--- src/rtl/heu_seq_ctrl.sv ---
// Sequencer for the HEU unit: per input block, NUM_PASSES rotate/calc passes with sum handshakes.
// Optional sum-wait timeout and sticky error state are enabled by defining HEU_SUM_TIMEOUT_EN.
module heu_seq_ctrl #(
  parameter int unsigned ROT_CYCLES   = 80,
  parameter int unsigned SHIFT_CYCLES = 80,
  parameter int unsigned NUM_PASSES   = 1,
  parameter int unsigned SUM_TIMEOUT  = 256,
  localparam int unsigned PW = (NUM_PASSES > 1) ? $clog2(NUM_PASSES) : 1
) (
  input  logic          clk,
  input  logic          rst,
  input  logic          ipgu_out_ready,
  input  logic          sum_ready,
  input  logic          rdn_in_ready,
  output logic          in_ready,
  output logic          write_in,
  output logic          zero_cnts,
  output logic          rotate_in,
  output logic          enable_calc,
  output logic          sum_go,
  output logic          shift_out,
  output logic          out_ready,
  output logic          busy,
  output logic [PW-1:0] cur_pass,
  output logic          err_timeout
);

  localparam int unsigned MaxCycles = (ROT_CYCLES > SHIFT_CYCLES) ? ROT_CYCLES : SHIFT_CYCLES;
  localparam int unsigned CW = $clog2(MaxCycles + 1);
  localparam logic [CW-1:0] RotLast   = CW'(ROT_CYCLES);
  localparam logic [CW-1:0] ShiftLast = CW'(SHIFT_CYCLES);
  localparam logic [PW-1:0] PassLast  = PW'(NUM_PASSES - 1);

  if (ROT_CYCLES < 1 || SHIFT_CYCLES < 1 || NUM_PASSES < 1 || SUM_TIMEOUT < 1) begin : gen_param_check
    $error("heu_seq_ctrl: all parameters must be >= 1");
  end

  typedef enum logic [2:0] {
    StIdle,
    StCalc,
    StDoSum,
    StMove,
    StDone
`ifdef HEU_SUM_TIMEOUT_EN
    , StErr
`endif
  } state_e;

  state_e          state_q, state_d;
  logic [CW-1:0]   cnt_q, cnt_d;
  logic [PW-1:0]   pass_q, pass_d;

`ifdef HEU_SUM_TIMEOUT_EN
  localparam int unsigned WW = $clog2(SUM_TIMEOUT + 1);
  localparam logic [WW-1:0] WaitLast = WW'(SUM_TIMEOUT - 1);

  logic [WW-1:0]   wait_q, wait_d;
`endif

  always_ff @(posedge clk) begin
    if (rst) begin
      state_q <= StIdle;
      cnt_q   <= '0;
      pass_q  <= '0;
`ifdef HEU_SUM_TIMEOUT_EN
      wait_q  <= '0;
`endif
    end else begin
      state_q <= state_d;
      cnt_q   <= cnt_d;
      pass_q  <= pass_d;
`ifdef HEU_SUM_TIMEOUT_EN
      wait_q  <= wait_d;
`endif
    end
  end

  always_comb begin
    state_d = state_q;
    cnt_d   = cnt_q;
    pass_d  = pass_q;
`ifdef HEU_SUM_TIMEOUT_EN
    wait_d  = wait_q;
`endif
    unique case (state_q)
      StIdle: begin
        if (ipgu_out_ready) begin
          cnt_d   = '0;
          pass_d  = '0;
          state_d = StCalc;
        end
      end
      StCalc: begin
        if (cnt_q < RotLast) begin
          cnt_d = cnt_q + CW'(1);
        end else begin
`ifdef HEU_SUM_TIMEOUT_EN
          wait_d = '0;
`endif
          state_d = StDoSum;
        end
      end
      StDoSum: begin
        // A sum_ready arriving on the final allowed wait cycle takes priority over the timeout.
        if (sum_ready) begin
          cnt_d = '0;
          if (pass_q == PassLast) begin
            state_d = StMove;
          end else begin
            pass_d  = pass_q + PW'(1);
            state_d = StCalc;
          end
        end
`ifdef HEU_SUM_TIMEOUT_EN
        else if (wait_q == WaitLast) begin
          state_d = StErr;
        end else begin
          wait_d = wait_q + WW'(1);
        end
`endif
      end
      StMove: begin
        if (cnt_q < ShiftLast) begin
          cnt_d = cnt_q + CW'(1);
        end else if (rdn_in_ready) begin
          state_d = StIdle;
        end else begin
          state_d = StDone;
        end
      end
      StDone: begin
        if (rdn_in_ready) begin
          state_d = StIdle;
        end
      end
`ifdef HEU_SUM_TIMEOUT_EN
      StErr: state_d = StErr;
`endif
      default: state_d = StIdle;
    endcase
  end

  // Every output is forced low while rst is asserted so no strobe escapes during reset.
  always_comb begin
    in_ready    = 1'b0;
    write_in    = 1'b0;
    zero_cnts   = 1'b0;
    rotate_in   = 1'b0;
    enable_calc = 1'b0;
    sum_go      = 1'b0;
    shift_out   = 1'b0;
    out_ready   = 1'b0;
    busy        = 1'b0;
    err_timeout = 1'b0;
    cur_pass    = rst ? '0 : pass_q;
    if (!rst) begin
      busy = (state_q != StIdle);
      unique case (state_q)
        StIdle: begin
          in_ready  = 1'b1;
          write_in  = ipgu_out_ready;
          zero_cnts = ipgu_out_ready;
        end
        StCalc: begin
          rotate_in   = (cnt_q < RotLast);
          enable_calc = (cnt_q < RotLast);
          sum_go      = (cnt_q == RotLast);
        end
        StDoSum: ;
        StMove: begin
          shift_out = (cnt_q < ShiftLast);
          out_ready = (cnt_q == ShiftLast);
        end
        StDone: out_ready = 1'b1;
`ifdef HEU_SUM_TIMEOUT_EN
        StErr: err_timeout = 1'b1;
`endif
        default: ;
      endcase
    end
  end

endmodule

--- config.mk ---
export PLATFORM = sky130hd
export DESIGN_NAME = heu_seq_ctrl
export DESIGN_NICKNAME = d
export VERILOG_FILES = /design/src/rtl/heu_seq_ctrl.sv
export SDC_FILE = /design/constraint.sdc
export NUM_CORES = 1
export LEC_CHECK = 0
export BUFFER_PORTS_ARGS = -buffer_cell sky130_fd_sc_hd__buf_2
export CAP_MARGIN = 5
export CELL_PAD_IN_SITES_DETAIL_PLACEMENT = 1
export CELL_PAD_IN_SITES_GLOBAL_PLACEMENT = 2
export CORE_AREA = 2 2 55 44
export CTS_BUF_LIST = sky130_fd_sc_hd__clkbuf_8
export DETAILED_ROUTE_END_ITERATION = 7
export DIE_AREA = 0 0 57 46
export GPL_TIMING_DRIVEN = 0
export PLACE_DENSITY = 0.79
export SETUP_SLACK_MARGIN = 0.2
export SLEW_MARGIN = 5
export SYNTH_ARGS = -nofsm -noshare
export SYNTH_HDL_FRONTEND = slang
export SYNTH_SLANG_ARGS = --single-unit
--- constraint.sdc ---
create_clock -name clk -period 3.4 [get_ports clk]
set_input_delay 0.17 -clock clk [delete_from_list [all_inputs] [get_ports clk]]
set_output_delay 0.17 -clock clk [all_outputs]
set_load 0.03 [all_outputs]
== Yosys cells after proc, flatten, opt, wreduce, memory -nomap -nowiden ==
Cells that the tools add are included.
Storage, ports and cells
  register bits: 11
  input bits: 5
  output and inout bits: 11
  word-level logic and storage cells: 55
Operators by class
  add/sub/neg operators: 2
  order comparisons: 1
  equal/unequal tests: 11
  muxes and demuxes: 30
  reductions and logical operators: 8
Operators with widths (count)
  $mux W7: 3
  $pmux W7 S3: 1
  $mux W3: 6
  $mux W1: 16
  $pmux W3 S5: 1
  $ne A2 B2 Y1 const B: 5
  $add A7 B1 Y7 const B: 1
  $eq A7 B7 Y1 const B: 1
  $lt A7 B7 Y1 const B: 1
  $eq A3 B2 Y1 const B: 2
  $reduce_bool A3 Y1: 2
  $reduce_and A5 Y1: 1
  $pmux W1 S2: 2
  $reduce_and A4 Y1: 1
  $eq A3 B1 Y1 const B: 1
  $eq A3 B3 Y1 const B: 1
  $logic_not A3 Y1: 1
  $reduce_and A3 Y1: 1
  $mux W2: 1
  $ne A2 B1 Y1 const B: 1
  $reduce_bool A2 Y1: 1
  $reduce_or A2 Y1: 1
  $add A1 B1 Y1 const B: 1

== Longest topological paths before layout ==
Gate-level depths: netlist (run 1).
  depth in word-level cells: 4
  gate-level depth with buffers: 6
  mapped depth without buffers: 6

== Worst setup path before layout (run 1) ==
No wires, ideal clock.
  path kind: reg-to-output
  from: register state_q[2]
  to: output zero_cnts
  arrival: 2.218 ns
  slack: 1.012 ns
  stages on the path, launching flop included: 5
  buffers on the path: 2
  path through: dfxtp_1 clkbuf_1 nor4_1 and2_1 buf_4
On the way
  cells in the longest elaborated chain, start to end: 3
Ends and longest elaborated chain
  start, declared: line 49  | state_e state_q, state_d;
  start signal, assigned: line 62  | state_q <= StIdle;
  start signal, assigned: line 69  | state_q <= state_d;
  $logic_not A3 Y1
  $mux W1 (2 in a row)
  end, declared: line 17  | output logic zero_cnts,
No other way between the ends.

== Worst setup path after layout (run 1) ==
  from: register state_q[2]
  to: output rotate_in
On the way
  cells in the longest elaborated chain, start to end: 3
Ends and longest elaborated chain
  $eq A3 B1 Y1: line 158  | unique case (state_q)
  $mux W1: line 158
  $mux W1: line 156  | if (!rst) begin
  end, declared: line 18  | output logic rotate_in,
No other way between the ends.

==> results of run 1 <==
==> metrics by stage <==
| step | util (%) | instances | cell area, µm² |
|---|---|---|---|
| finish | 38.2 | 123 | 817 |
| global route | 38.2 | 123 | 817 |
| CTS | 38.2 | 123 | 817 |
| detailed placement | 35.6 | 119 | 762 |
| global placement | 35.6 | 119 | 762 |
| floorplan | - | 81 | 666 |
==> sequential cells by signal, indices dropped and copies added, names as in the netlist <==
name / count
cnt_q: 7
state_q: 3
==> cell usage in the layout (no fill, tap or decap), drive strengths merged, types with 3 or more instances in the layout <==
cell	n
clkbuf	6
or3	3
dfxtp	10
nor3	5
buf	19
inv	3
a21oi	7
nor2	5
o21ai	6
==> cells by family (layout without fill, tap and decap cells) <==
family,after synthesis,in the layout
DFF,10,10
and+or+nand+nor,33,33
other,1,2
buffers and inverters,11,28
adders and majority gates,2,2
xor gates and xnor gates,1,1
AOI/OAI and AO/OA,20,20
muxes,2,2
==> per-layer routing <==
| metal | global-route usage [%] | wire length [µm] | up-vias |
|---|---|---|---|
| met4 | 4.19 | 11 | 0 |
| met3 | 5.11 | 85 | 2 |
| met1 | 19.7 | 885 | 321 |
| met5 | 0 | 0 | - |
| li1 | - | - | 326 |
| met2 | 23.9 | 744 | 13 |
==> report_power, final <==
part	total, W	switching (W)	internal, W
Combinational	0.0000440	0.0000285	0.0000156
Sequential	0.000122	0.00000271	0.000120
Clock	0.000155	0.0000530	0.000102
==> how the worst min path moves through the flow <==
stage | start | end | slack (ns) | cells after the start
floorplan | rst | cnt_q[4] | 0.38 | 2
global placement | cnt_q[2] | cnt_q[2] | 0.50 | 2
finish | rdn_in_ready | state_q[2] | 0.28 | 4
detailed placement | rdn_in_ready | state_q[2] | 0.52 | 4
CTS | rdn_in_ready | state_q[2] | 0.27 | 4
global route | rdn_in_ready | state_q[2] | 0.30 | 4
==> worst min-delay path, stage by stage <==
cell and delay [ns]:
buf_2 0.08, nor4b_1 0.04, a21oi_1 0.12, nor2_1 0.05
==> final cells by class <==
class	instances	area share [%]
Buffer	8	5.82
Clock buffer	4	6.74
Inverter	3	1.38
Multi-Input combinational cell	60	49.8
Sequential cell	10	24.5
Tap cell	25	3.83
Timing Repair Buffer	13	7.96
==> metrics.txt, run 1 <==
status finished clean; tightest slew margin relative to the limit 58.0%; count of flip-flops with a built-in enable after synthesis 0; data required time of the worst path 3.23 ns; DIE WIDTH 57 µm; synthesized flop and latch total 10; Syn Area/Cell 8.27 µm²; number of inserted diodes 0; top cells by count, synth dfxtp_1 (10), a21oi_1 (7), nor2_1 (5), nor3_1 (5), buf_4 (4); total via count in the routed design 662; Cell Pwr Density 394 nW/µm²; Period minus WS final 1.94 ns; Achievable Freq 515 MHz; Final Power 0.000322 W; number of cells on the critical path 5; capturing element of the worst setup path rotate_in; post-synthesis adder-cell area fraction 3.78%; share of cells above drive strength 1 27.6%; Post-Route WL 1730 µm; remaining antenna violation count after routing 0; Worst path max stage delay 0.37 ns; simple-gate area share of the yosys netlist 31.4%; DIE AREA 2620 µm²; clk buf depth 2; Synth Warn # 0; portion of the clock cycle consumed by the worst path in the final layout 57.1%; aggregate global routing overflow 0; core outline area 2140 µm²; Sequential cell area 200 µm²; clock slew seen by the registers of the worst setup and hold paths 0.05 ns; startpoint types register; post-place setup slack 1.70 ns; average via count per standard cell 5.38; post-synthesis compound-gate area fraction 20.4%; residual DRC count 0; Crit Path Class reg2out; Die Ht 46 µm; slew of the pin with the lowest slew margin 0.627 ns; setup TNS 0 ns; maximum fanout along the worst path 10; kind of end point of the critical path primary output; worst setup path start state_q[2]; Worst path top cell family by delay simple AND/OR/NAND/NOR gates; post-cts repair resize count 0; Multi-input gate area 407 µm²; Post-DP HPWL 1310 µm; routability-driven placement congestion ratio 0.744; worst min-delay path category in2reg; I/O Buffers 13; total clock buffers created by CTS 3; maximum vdd ir drop 0.000203 V; critical path data arrival time 1.77 ns; post-synthesis cell area 662 µm²; biggest area consumer among synthesized cells dfxtp_1; async set-reset flop share out of synthesis 0%; XOR/XNOR share of the synthesized area 1.32%; final routed wire length divided by cell count 14.0 µm; Gate Count Post-Synth 80; Skew-Pair Late Insertion Delay 0.24 ns; initial core utilization 30.9%; most frequently used cell type in the post-synthesis netlist dfxtp_1; distinct cell type count after synthesis 36; setup slack of the worst register-to-register path 1.71 ns; largest clock skew in the final design 0.00631 ns; Leakage Power 0.336 nW; Hold Slack 0.275 ns; postcts setup bufs 0; Max Transition Viols Final 0; largest family of logic cells by synthesized area simple AND/OR/NAND/NOR gates; reg-to-reg endpoint cnt_q[0]; fraction of the yosys area taken by sequential cells 30.2%; vias in the first global route 631; sequence of cells on the critical path clkbuf_1 > nor2b_1 > nor4bb_1 > buf_4 > buf_2; buffers and inverters on the worst path 3; IO Count 16; total global routing track utilization 15.1%; H-tree Lvls 1; antenna violations before repair 0; count of hold buffers inserted by post-cts repair 0; CTS tree yes; top area cells in the synthesized netlist dfxtp_1 (30%), a21oi_1 (5.3%), buf_4 (4.5%); prevailing post-synth register cell dfxtp_1; iteration-0 DRC count of the detailed router 1; RSZ-0062 raised after global routing no; net total in the final layout 106; mux cell area share after synthesis 3.40%; clock root cell clkbuf_8; DR pass1 iterations 4; top-area cell type share of the netlist area 30.2%; depth of the most critical reg-to-reg path 4; start of the worst register-to-register path state_q[2]; layout overhead on the synthesized area 23.4%; slowest CP cell nor4bb_1; largest net degree at the start of global routing 11; Worst Slack Setup Final 1.46 ns; max-cap violation count 0; final-report hold violation count 0; final setup vio count 0; global-route wire length before repair 2900 µm; Layout fillers 275; number of clock sinks 10; number of rows in the core area 15
Power figures use the tool's default switching activity.
==> inputs of run 2 (changes only) <==
--- a/config.mk
+++ b/config.mk
@@ -9,12 +9,12 @@
 export CAP_MARGIN = 5
 export CELL_PAD_IN_SITES_DETAIL_PLACEMENT = 1
 export CELL_PAD_IN_SITES_GLOBAL_PLACEMENT = 2
-export CORE_AREA = 2 2 55 44
+export CORE_AREA = 2 2 60 48
 export CTS_BUF_LIST = sky130_fd_sc_hd__clkbuf_8
 export DETAILED_ROUTE_END_ITERATION = 7
-export DIE_AREA = 0 0 57 46
+export DIE_AREA = 0 0 62 50
 export GPL_TIMING_DRIVEN = 0
-export PLACE_DENSITY = 0.79
+export PLACE_DENSITY = 0.7
 export SETUP_SLACK_MARGIN = 0.2
 export SLEW_MARGIN = 5
 export SYNTH_ARGS = -nofsm -noshare
==> constraint.sdc (replaced) <==
create_clock -name clk -period 1.6 [get_ports clk]
set_input_delay 0.08 -clock clk [delete_from_list [all_inputs] [get_ports clk]]
set_output_delay 0.08 -clock clk [all_outputs]
set_load 0.03 [all_outputs]
==> metrics.txt, run 2 (synthesized netlist as in run 1, its figures left out) <==
IO Count 16 (unchanged); core outline area 2500 µm² (+17%); final-report hold violation count 0 (unchanged); most frequent cells in the layout buf_6 (17), buf_4 (17), nor2_1 (5), buf_2 (5); depth of the most critical reg-to-reg path 4 (unchanged); slew of the pin with the lowest slew margin 0.569 ns (-0.0578 ns); setup slack of the worst register-to-register path 0.03 ns (-1.68 ns); start of the worst register-to-register path state_q[1]; Period minus WS final 1.57 ns; Die Ht 50 µm (+8.7%); DR pass1 iterations 4 (unchanged); total clock buffers created by CTS 3 (unchanged); largest net degree at the start of global routing 11 (unchanged); number of rows in the core area 16 (+1); Cell Pwr Density 579 nW/µm² (+47%); reg-to-reg endpoint cnt_q[3]; worst min-delay path category in2reg; total via count in the routed design 784 (+18%); number of inserted diodes 0 (unchanged); vias in the first global route 698 (+11%); max-cap violation count 0 (unchanged); Worst Slack Setup Final 0.0260 ns (-1.43 ns); worst setup path start state_q[1]; Leakage Power 0.531 nW (+58%); total global routing track utilization 16.4% (+1.3 points); Post-Layout Inst Area 1340 µm² (+64%); tightest slew margin relative to the limit 62.1% (+4.1 points); residual DRC count 0 (unchanged); largest clock skew in the final design 0.00834 ns (+0.00203 ns); post-place setup slack -0.102 ns (-1.80 ns); startpoint of the worst hold path rst; data required time of the worst path 1.78 ns (-1.45 ns); Crit Path Class reg2reg; hold-critical path endpoint cnt_q[0]; cell count of the worst hold path 3 (-1); flip-flop count of the largest register, all copies and words added 7 (unchanged); portion of the clock cycle consumed by the worst path in the final layout 98.4%; DIE AREA 3100 µm² (+18%); antenna violations before repair 0 (unchanged); Post-DP HPWL 1360 µm (+4.2%); registers with the most flip-flops cnt_q (7), state_q (3); number of clock sinks 10 (unchanged); average via count per standard cell 4.99 (-7.2%); startpoint types register; I/O Buffers 13 (unchanged); final setup vio count 0 (unchanged); clk buf depth 2 (unchanged); clock slew seen by the registers of the worst setup and hold paths 0.06 ns (about the same); clock root cell clkbuf_8; maximum fanout along the worst path 4 (-6); Final Power 0.000774 W (+140%); CTS tree yes; RSZ-0062 raised after global routing yes; critical path data arrival time 1.76 ns (about the same); Skew-Pair Late Insertion Delay 0.25 ns (about the same); initial core utilization 26.5% (-4.5 points); placed cell areas 843 µm² (+11%); Layout fillers 286 (+4.0%); count of hold buffers inserted by post-cts repair 0 (unchanged); net total in the final layout 129 (+22%); final routed wire length divided by cell count 16.7 µm (+19%); Hold Slack 0.177 ns (-0.0981 ns); kind of end point of the critical path register; placed instance count 130 (+9.2%); Post-Route WL 2620 µm (+52%); layout overhead on the synthesized area 102%; status finished clean; share of cells above drive strength 1 69.4% (+42 points); largest reg by FF count cnt_q; Achievable Freq 635 MHz; routability-driven placement congestion ratio 0.688 (-7.6%); maximum vdd ir drop 0.000334 V (+64%); remaining antenna violation count after routing 0 (unchanged); DIE WIDTH 62 µm (+8.8%); Max Transition Viols Final 0 (unchanged); aggregate global routing overflow 0 (unchanged); H-tree Lvls 1 (unchanged); global-route wire length before repair 3620 µm (+25%); iteration-0 DRC count of the detailed router 19 (+18); final cell count without fillers 157 (+28%)
-- run 2: changes by cell type in the layout (fill, tap and decap cells not counted), sizes merged --
cell / delta
clkbuf: +2
buf: +21
-- run 2: worst max path at each step --
stage	endpoint	slack, ns	cells after the start
global route	out_ready	-0.01	7
global placement	cnt_q[5]	-0.11	4
floorplan	zero_cnts	0.11	4
finish	cnt_q[3]	0.03	4
CTS	out_ready	0.02	7
detailed placement	cnt_q[5]	-0.10	4
-- run 2: what timing repair did --
item                       4_1_cts  5_1_grt
pin swaps                       11       14
buffers inserted                13        8
gates cloned                     1        1
resized for setup               30       35
setup endpoints to repair       15       16
-- run 2: critical path, cell delays in order (launching register included) --
cell	delay, ns
dfxtp_4	0.39
mux2_4	0.34
a21o_4	0.25
or4_1	0.46
nand2_1	0.07
-- run 2: final cells by class --
cell class / count / area (µm²) / share of cell area (%)
Timing Repair Buffer: 36 / 332 / 24.8
Sequential cell: 10 / 216 / 16.2
Buffer: 8 / 93.8 / 7.02
Inverter: 3 / 13.8 / 1.03
Clock buffer: 4 / 55.1 / 4.12
Tap cell: 36 / 45.0 / 3.37
Multi-Input combinational cell: 60 / 581 / 43.4
-- run 2: per-layer routing --
layer  track usage [%]  vias up  wire (µm)
met5                 0        -          0
met4              3.19        0         34
met3              5.51        4         92
met2              24.7       17       1300
met1              22.6      389       1200
li1                  -      374          -
-- run 2: report_power, final --
part           total [W]  switching [W]  internal, W
logic           0.000182      0.0000916    0.0000901
registers       0.000257     0.00000519     0.000252
clock network   0.000336       0.000118     0.000217
-- run 2: per-stage QoR --
step	TNS, ns	utilization [%]
final	0	53.4
after global routing	-0.0217	53.4
after CTS	0	44.2
after detailed placement	-0.428	33.7
after global placement	-0.423	33.7
after floorplan	0	-
